===== src/rtl/vga_console_if.sv =====
// rtl/vga_console_if.sv - character stream in, cell-write bus out, for vga_console
// master drives characters and observes writes; slave is the console itself.
interface vga_console_if;
  logic        char_valid;
  logic [7:0]  char_data;
  logic        char_ready;
  logic        write_op;
  logic [31:0] bus_addr;
  logic [31:0] bus_data;

  modport master (
    output char_valid, char_data,
    input  char_ready, write_op, bus_addr, bus_data
  );

  modport slave (
    input  char_valid, char_data,
    output char_ready, write_op, bus_addr, bus_data
  );
endinterface


===== src/rtl/vga_console.sv =====
// rtl/vga_console.sv - text console: char FIFO, cursor tracking, screen clear, cell writes
// Optional VGA_CONSOLE_LINECLEAR_EN: blank each new row on row advance.
module vga_console #(
  parameter int HNUM       = 100,
  parameter int VNUM       = 37,
  parameter int FIFO_DEPTH = 8
) (
  input  logic         clk_50M,
  input  logic         rst,
  vga_console_if.slave con,
  output logic [6:0]   cursor_col,
  output logic [5:0]   cursor_row,
  output logic         busy
);

  localparam int CELLS = HNUM * VNUM;
  localparam int AW    = ($clog2(CELLS) < 12) ? 12 : $clog2(CELLS);
  localparam int PW    = $clog2(FIFO_DEPTH);
  localparam logic [7:0] SPACE = 8'h20;
  localparam logic [7:0] QMARK = 8'h3F;

`ifdef VGA_CONSOLE_LINECLEAR_EN
  typedef enum logic [1:0] {IDLE, CLEAR_ROW, CLEAR_ALL} state_t;
`else
  typedef enum logic [1:0] {IDLE, CLEAR_ALL} state_t;
`endif

  state_t state;

  // Character FIFO; pointers carry one extra wrap bit to tell full from empty.
  logic [7:0]  fifo_mem [FIFO_DEPTH];
  logic [PW:0] wr_ptr, rd_ptr;
  logic        fifo_empty, fifo_full, push, pop;
  logic [7:0]  head;

  assign fifo_empty     = (wr_ptr == rd_ptr);
  assign fifo_full      = (wr_ptr[PW] != rd_ptr[PW]) && (wr_ptr[PW-1:0] == rd_ptr[PW-1:0]);
  assign con.char_ready = !rst && !fifo_full;
  assign push           = con.char_valid && con.char_ready;
  assign pop            = (state == IDLE) && !fifo_empty;
  assign head           = fifo_mem[rd_ptr[PW-1:0]];

  always_ff @(posedge clk_50M) begin
    if (push) fifo_mem[wr_ptr[PW-1:0]] <= con.char_data;
  end

  always_ff @(posedge clk_50M or posedge rst) begin
    if (rst) begin
      wr_ptr <= '0;
      rd_ptr <= '0;
    end else begin
      if (push) wr_ptr <= wr_ptr + 1'b1;
      if (pop)  rd_ptr <= rd_ptr + 1'b1;
    end
  end

  logic [6:0]    col;
  logic [5:0]    row;
  logic [5:0]    next_row;
  logic [AW-1:0] row_base, cell_addr, clr_cnt;
  logic          at_last_col, is_lf, is_cr, is_bs, is_ff, is_print;

  assign row_base    = AW'(row) * AW'(HNUM);
  assign cell_addr   = row_base + AW'(col);
  assign next_row    = (row == 6'(VNUM - 1)) ? 6'd0 : row + 6'd1;
  assign at_last_col = (col == 7'(HNUM - 1));
  assign is_lf       = (head == 8'h0A);
  assign is_cr       = (head == 8'h0D);
  assign is_bs       = (head == 8'h08);
  assign is_ff       = (head == 8'h0C);
  assign is_print    = (head >= 8'h20) && (head <= 8'h7E);

  always_ff @(posedge clk_50M or posedge rst) begin
    if (rst) begin
      state        <= CLEAR_ALL;
      clr_cnt      <= '0;
      col          <= '0;
      row          <= '0;
      con.write_op <= 1'b0;
      con.bus_addr <= '0;
      con.bus_data <= '0;
    end else begin
      con.write_op <= 1'b0;
      case (state)
        CLEAR_ALL: begin
          con.write_op <= 1'b1;
          con.bus_addr <= 32'(clr_cnt);
          con.bus_data <= 32'(SPACE);
          if (clr_cnt == AW'(CELLS - 1)) begin
            state   <= IDLE;
            clr_cnt <= '0;
            col     <= '0;
            row     <= '0;
          end else begin
            clr_cnt <= clr_cnt + 1'b1;
          end
        end
`ifdef VGA_CONSOLE_LINECLEAR_EN
        CLEAR_ROW: begin
          con.write_op <= 1'b1;
          con.bus_addr <= 32'(row_base + clr_cnt);
          con.bus_data <= 32'(SPACE);
          if (clr_cnt == AW'(HNUM - 1)) begin
            state   <= IDLE;
            clr_cnt <= '0;
          end else begin
            clr_cnt <= clr_cnt + 1'b1;
          end
        end
`endif
        default: begin
          if (pop) begin
            if (is_ff) begin
              state   <= CLEAR_ALL;
              clr_cnt <= '0;
            end else if (is_lf) begin
              col <= '0;
              row <= next_row;
`ifdef VGA_CONSOLE_LINECLEAR_EN
              state   <= CLEAR_ROW;
              clr_cnt <= '0;
`endif
            end else if (is_cr) begin
              col <= '0;
            end else if (is_bs) begin
              if (col != 7'd0) begin
                col          <= col - 7'd1;
                con.write_op <= 1'b1;
                con.bus_addr <= 32'(cell_addr - AW'(1));
                con.bus_data <= 32'(SPACE);
              end
            end else begin
              // Control codes outside the handled set print as '?' so data never drops below 0x20.
              con.write_op <= 1'b1;
              con.bus_addr <= 32'(cell_addr);
              con.bus_data <= 32'(is_print ? head : QMARK);
              if (at_last_col) begin
                col <= '0;
                row <= next_row;
`ifdef VGA_CONSOLE_LINECLEAR_EN
                state   <= CLEAR_ROW;
                clr_cnt <= '0;
`endif
              end else begin
                col <= col + 7'd1;
              end
            end
          end
        end
      endcase
    end
  end

  assign cursor_col = col;
  assign cursor_row = row;
  assign busy       = (state != IDLE) || !fifo_empty;

endmodule

===== src/flat_wrapper.sv =====
// flat-port wrapper written by rule: the top's interface ports become plain ports
module vga_console_flat 
#(
  parameter int HNUM       = 100,
  parameter int VNUM       = 37,
  parameter int FIFO_DEPTH = 8
)
  (clk_50M, rst, cursor_col, cursor_row, busy, con_char_valid, con_char_data, con_char_ready, con_write_op, con_bus_addr, con_bus_data);
  vga_console_if con_i ();
  input  logic clk_50M;
  input  logic rst;
  output logic [6:0] cursor_col;
  output logic [5:0] cursor_row;
  output logic busy;
  input wire logic [$bits(con_i.char_valid)-1:0] con_char_valid;
  input wire logic [$bits(con_i.char_data)-1:0] con_char_data;
  output wire logic [$bits(con_i.char_ready)-1:0] con_char_ready;
  output wire logic [$bits(con_i.write_op)-1:0] con_write_op;
  output wire logic [$bits(con_i.bus_addr)-1:0] con_bus_addr;
  output wire logic [$bits(con_i.bus_data)-1:0] con_bus_data;
  assign con_i.char_valid = con_char_valid;
  assign con_i.char_data = con_char_data;
  assign con_char_ready = con_i.char_ready;
  assign con_write_op = con_i.write_op;
  assign con_bus_addr = con_i.bus_addr;
  assign con_bus_data = con_i.bus_data;
  vga_console #(.HNUM(HNUM), .VNUM(VNUM), .FIFO_DEPTH(FIFO_DEPTH)) u_core (.clk_50M(clk_50M), .rst(rst), .con(con_i), .cursor_col(cursor_col), .cursor_row(cursor_row), .busy(busy));
endmodule

===== config.mk =====
export PLATFORM = sky130hd
export DESIGN_NAME = vga_console_flat
export DESIGN_NICKNAME = d
export VERILOG_FILES = /design/src/rtl/vga_console_if.sv /design/src/rtl/vga_console.sv /design/src/flat_wrapper.sv
export SDC_FILE = /design/constraint.sdc
export NUM_CORES = 1
export LEC_CHECK = 0
export BUFFER_PORTS_ARGS = -buffer_cell sky130_fd_sc_hd__buf_4
export CAP_MARGIN = 10
export CORE_ASPECT_RATIO = 2
export CORE_MARGIN = 2
export CORE_UTILIZATION = 55
export DETAILED_ROUTE_END_ITERATION = 8
export GPL_ROUTABILITY_DRIVEN = 1
export GPL_TIMING_DRIVEN = 0
export PLACE_DENSITY = 0.75
export SYNTH_ARGS = -nofsm -noshare
export SYNTH_HDL_FRONTEND = slang
export SYNTH_SLANG_ARGS = --single-unit

===== constraint.sdc =====
create_clock -name clk_50M -period 5.94 [get_ports clk_50M]
set_input_delay 1.188 -clock clk_50M [delete_from_list [all_inputs] [get_ports clk_50M]]
set_output_delay 1.188 -clock clk_50M [all_outputs]
set_load 0.03 [all_outputs]

Word level (Yosys, flattened, before mapping)
Memory sizes are Yosys's and may differ from the RTL's.
Index checks and enable logic that the tools add are counted.
- register bits: 100
- memory bits (writable): 64
- input port bits: 11
- output and inout port bits: 80
- word-level logic and storage cells: 110
- memories: 1
- add/sub/neg operators: 8
- multiply operators: 1
- $lt $le $gt $ge: 2
- eq/ne operators: 19
- muxes and demuxes: 50
- reduce and logical (&&, ||, !) cells: 20
- memories (memory ; depth ; bits a word ; rd ports ; clocked after memory_dff ; wr ports ; line ; text):
    u_core.fifo_mem ; 8 ; 8 ; 1 ; 0 ; 1 ; vga_console.sv:31 ; logic [7:0] fifo_mem [FIFO_DEPTH];
- operators with widths (operator ; number):
    32-bit two-way mux ; 14
    7-bit two-way mux ; 9
    6-bit two-way mux ; 9
    12-bit two-way mux ; 4
    8-bit by 4-bit equality test with 1-bit output (second input constant) ; 4
    12-bit by 1-bit subtractor with 13-bit output (second input constant) ; 1
    12-bit by 1-bit adder with 12-bit output (second input constant) ; 1
    12-bit by 7-bit adder with 12-bit output ; 1
    12-bit equality test (second input constant) ; 1
    6-bit by 5-bit multiplier with 10-bit output (second input constant) ; 1
    1-bit two-way mux ; 9
    4-bit by 1-bit adder with 4-bit output (second input constant) ; 2
    8-bit by 6-bit greater-or-equal comparator with 1-bit output (second input constant) ; 1
    8-bit by 7-bit <= comparator with 1-bit output (second input constant) ; 1
    2-bit two-way mux ; 4
    8-bit two-way mux ; 1
    7-bit by 1-bit adder with 7-bit output (second input constant) ; 1
    7-bit equality test (second input constant) ; 1
    7-bit nonzero test ; 1
    7-bit by 1-bit subtractor with 7-bit output (second input constant) ; 1
    6-bit by 1-bit adder with 6-bit output (second input constant) ; 1
    6-bit equality test (second input constant) ; 1
    2-bit inequality test (second input constant) ; 3
    3-bit by 2-bit inequality test with 1-bit output (second input constant) ; 2
    other kinds (18) ; 26

Longest topological paths before layout
- depth in word-level cells: 10
- mapped depth: 14
- mapped depth without buffers: 14

Least setup slack after synthesis
No wires, ideal clock.
- kind: reg-to-reg
- start: register u_core.row[1], in the netlist u_core.cursor_row[1]
- end: register u_core.con.bus_addr[30]
- library setup time: 0.078 ns
- data arrival time: 3.712 ns
- required time: 5.862 ns
- setup slack: 2.150 ns
- cell stages (with the launch flop): 14
- path buffers: 0
- period minus slack after synthesis: 3.790 ns
- path through: dfrtp_1 ha_1 ha_1 ha_1 inv_1 fa_1 or3b_1 nand3_1 a311o_1 nand4bb_1 nor2_1 nand2_1 or4_1 a21oi_1
- longest elaborated chain between the ends: 10
- RTL lines (item ; line ; text):
    from (decl) ; vga_console.sv:58 ; logic [5:0] row;
    from (signal assigned) ; vga_console.sv:118 ; row <= next_row;
    from (signal assigned) ; vga_console.sv:139 ; row <= next_row;
    6-bit by 5-bit multiplier with 10-bit output ; vga_console.sv:63 ; assign row_base = AW'(row) * AW'(HNUM);
    12-bit by 7-bit adder with 12-bit output ; vga_console.sv:64 ; assign cell_addr = row_base + AW'(col);
    12-bit by 1-bit subtractor with 13-bit output ; vga_console.sv:129 ; con.bus_addr <= 32'(cell_addr - AW'(1));
    32-bit two-way mux ; vga_console.sv:126 ; if (col != 7'd0) begin
    32-bit two-way mux ; vga_console.sv:125 ; end else if (is_bs) begin
    32-bit two-way mux ; vga_console.sv:123 ; end else if (is_cr) begin
    32-bit two-way mux ; vga_console.sv:116 ; end else if (is_lf) begin
    32-bit two-way mux ; vga_console.sv:113 ; if (is_ff) begin
    32-bit two-way mux ; vga_console.sv:112 ; if (pop) begin
    32-bit two-way mux ; vga_console.sv:84 ; case (state)
    to (signal assigned) ; vga_console.sv:87 ; con.bus_addr <= 32'(clr_cnt);
    to (signal assigned) ; vga_console.sv:129 ;
    to (signal assigned) ; vga_console.sv:135 ; con.bus_addr <= 32'(cell_addr);
    to (decl) ; vga_console_if.sv:18 ; output char_ready, write_op, bus_addr, bus_data
Every way passes these cells. The select of a mux whose other input is x is not followed.
A chain may end at the register's enable or synchronous reset.

Final worst setup path
- start: register u_core.row[0], in the netlist u_core.cursor_row[0]
- end: register u_core.con.bus_addr[30]
Same word-level chain as after synthesis.

==> out/results.tsv <==
metric	value	unit
Clock Skew	0.00996	ns
WL final	16.9	mm
area taken by multi-input logic gates	3350	um2
Synth Register Bits	120	
Antenna Nets Post-Route	0	
Filler Cell Count	1017	
Hold Path Class	reg2reg	
port bufs	66	
die height	165	um
worst-margin pin slew	1.24	ns
Sw Pwr	1.68	mW
Final nets	826	
cell area after synthesis	7150	um2
CTS Hold Buffers Added	0	
drt initial violations	510	
Post-synth ARST share	46.7	%
register area	3320	um2
Max-Cap Viols	0	
status	completed	
share of layout cells above drive strength 1	23.1	%
Crit Path Max Fanout	11	
n_diodes	0	
first-pass GRT wire length	26.6	mm
Via Count	5532	
Placed Area	7960	um2
crit end category	register	
worst r2r path cells	13	
die area	14000	um2
sw frac	42.1	%
fmax	247	MHz
final worst slack	1.89	ns
starting density of the core	55.7	%
clk sinks	120	
share of power burned in the clock network	24.1	%
min Tclk post-route	4.05	ns
hold endpoint	u_core.wr_ptr[3]	
hold path cells	1	
startpoint types	register	
DP Worst Slack	1.95	ns
Synth cell types	76	
CTS tree	yes	
Logic pwr share	46.6	%
# IOs	91	
Synth-to-Final Area Change	19.0	%
routed vias/inst	5.87	
Synth Flop Type	edfxtp_1	
H-tree depth	4	
syn_area_per_cell	10.7	um2
clock-pin transition on the worst setup and hold timing paths	0.06	ns
DIE WIDTH	84.6	um
routed length per instance	17.9	um
unrepaired setup endpoints after global routing	false	
worst r2r src	u_core.cursor_row[0]	
GRT Overall Usage	24.6	%
fin crit share	68.2	%
Reg-to-Reg End	u_core.con.bus_addr[30]	
CP Class	reg2reg	
vias in the first global route	5229	
R2R Setup Slk	1.89	ns
drt drc	0	
post-synthesis cell count	668	
post-CTS sizing	0	
Req. time, crit path	6.28	ns
HP Start	u_core.wr_ptr[3]	
total power	3.99	mW
global route total overflow	0	
core area	12800	um2
endpoints failing setup	0	
Pre-antenna DRT Iters	5	
CTS root buf	clkbuf_16	
synth warn	0	
sequential area share after synthesis	46.5	%
post-CTS setup buffer count	0	
fin area	8510	um2
number of synthesized flops with an enable pin	64	
Peak VDD IR	0.428	mV
final hold violation count	0	
clock insertion delay at the later pin of the skew report	0.42	ns
pin count of the biggest net entering global routing	40	
# rows	59	
Worst slew margin	16.8	%
Final Slew Violations	0	
routability cong.	0.912	
Arr. time, crit path	4.39	ns
Flop pwr share	29.3	%
dpl hpwl	12.0	mm
initial antenna violation count	0	
CTS buffer count	17	
Setup TNS	0	ns
leakage	3.75	nW
Hold Slack	0.486	ns
maximum buffer depth of the clock tree	2	
pwr/cell area	468	nW/um2
Int Pwr	2.31	mW
worst max-delay path by stage:
stage,startpoint,to,cells past startpoint
after floorplan,u_core.cursor_row[1],u_core.con.bus_addr[30],13
after global placement,u_core.cursor_row[0],u_core.con.bus_addr[30],13
after detailed placement,u_core.cursor_row[0],u_core.con.bus_addr[30],13
after CTS,u_core.cursor_row[0],u_core.con.bus_addr[30],13
after global routing,u_core.cursor_row[0],u_core.con.bus_addr[30],13
final,u_core.cursor_row[0],u_core.con.bus_addr[30],13
cell usage after synthesis (all sizes together), types with 3 or more instances:
master / instances / area share [%]
a21o: 4 / 0.42
a21oi: 23 / 1.7
a221oi: 4 / 0.49
a22o: 8 / 0.98
a31oi: 5 / 0.44
and2: 6 / 0.52
and3: 10 / 0.87
buf: 58 / 5.9
clkbuf: 11 / 0.58
dfrtp: 55 / 19
edfxtp: 64 / 27
ha: 35 / 6.1
inv: 26 / 1.4
mux2: 7 / 1.2
mux2i: 18 / 2.6
mux4: 11 / 3.6
nand2: 59 / 3.1
nand2b: 12 / 1.0
nand3: 29 / 2.0
nand3b: 9 / 0.94
nand4: 7 / 0.70
nor2: 46 / 2.5
nor2b: 4 / 0.35
nor3: 18 / 1.4
nor3b: 7 / 0.73
nor4: 7 / 0.61
o21ai: 36 / 2.5
o21bai: 3 / 0.31
o221ai: 4 / 0.49
o22ai: 3 / 0.26
o31a: 3 / 0.37
o31ai: 8 / 0.91
or3: 3 / 0.26
or4: 3 / 0.31
xnor2: 19 / 2.3
xor2: 14 / 1.7
critical path, cell delays in order, from the launching register on:
cell and delay (ns):
dfrtp_1 0.52, ha_1 0.31, ha_1 0.31, ha_1 0.30
inv_1 0.06, fa_1 0.66, or3b_1 0.37, nand3_1 0.09
a311o_1 0.18, nand4bb_1 0.16, nor2_1 0.27, nand2_1 0.08
or4_1 0.50, a21oi_1 0.15
layer usage:
| metal | track usage (%) | vias to the layer above | routed length, um |
|---|---|---|---|
| li1 | - | 2603 | - |
| met1 | 32.4 | 2677 | 6970 |
| met2 | 40.6 | 217 | 8580 |
| met3 | 4.08 | 35 | 1010 |
| met4 | 10.0 | 0 | 362 |
| met5 | 0 | - | 0 |
cells by family after synthesis:
family | count (synthesis) | synth area share (%)
xor gates and xnor gates | 33 | 4.04
adders and majority gates | 37 | 6.68
buffers and inverters | 96 | 7.89
muxes | 36 | 7.35
other | 1 | 0.0524
AOI/OAI and AO/OA | 119 | 11.3
and+or+nand+nor | 226 | 16.2
DFF | 120 | 46.5
final cells by class:
class,instances,share of cell area (%)
Timing Repair Buffer,68,6.15
Sequential cell,120,39.1
Multi-Input combinational cell,475,39.4
Clock buffer,19,5.09
Clock inverter,13,1.44
Inverter,27,1.19
Buffer,69,5.44
Tap cell,152,2.23
per-stage QoR:
stage	utilization, %	instances
finish	66.3	943
global placement	61.7	909
CTS	66.3	943
floorplan	-	691
detailed placement	61.9	911
global route	66.3	943
layout by cell type (no fill, tap or decap), drive strengths merged, types with 11 or more instances in the layout:
master  synthesis  routed
buf            58     126
inv            26      29
a21oi          23      23
xnor2          19      19
clkbuf         11      30
conb            1      24
dfrtp          55      55
ha             35      35
nand3          29      29
xor2           14      14
mux2i          18      18
nor2           46      46
o21ai          36      36
nand2          59      59
nand2b         12      12
nor3           18      18
mux4           11      11
edfxtp         64      64
registers in the layout (all words and copies together), names as in the netlist:
name                 flops
u_core.fifo_mem         64
u_core.con.bus_addr     13
u_core.clr_cnt          12
u_core.con.bus_data      8
u_core.cursor_col        7
u_core.cursor_row        6
u_core.rd_ptr            4
u_core.wr_ptr            4
u_core.con.write_op      1
u_core.state             1
power groups by stage:
| stage | logic (mW) | registers, mW | clock network, mW |
|---|---|---|---|
| 4_1_cts | 1.84 | 1.16 | 0.964 |
| 3_3_place_gp | 1.78 | 1.17 | 0 |
| 2_1_floorplan | 1.22 | 1.26 | 0 |
| 6_report | 1.86 | 1.17 | 0.962 |
| 3_5_place_dp | 1.82 | 1.18 | 0 |
| 5_1_grt | 2.00 | 1.18 | 1.00 |
No activity file was read; power rests on OpenSTA's default activity.
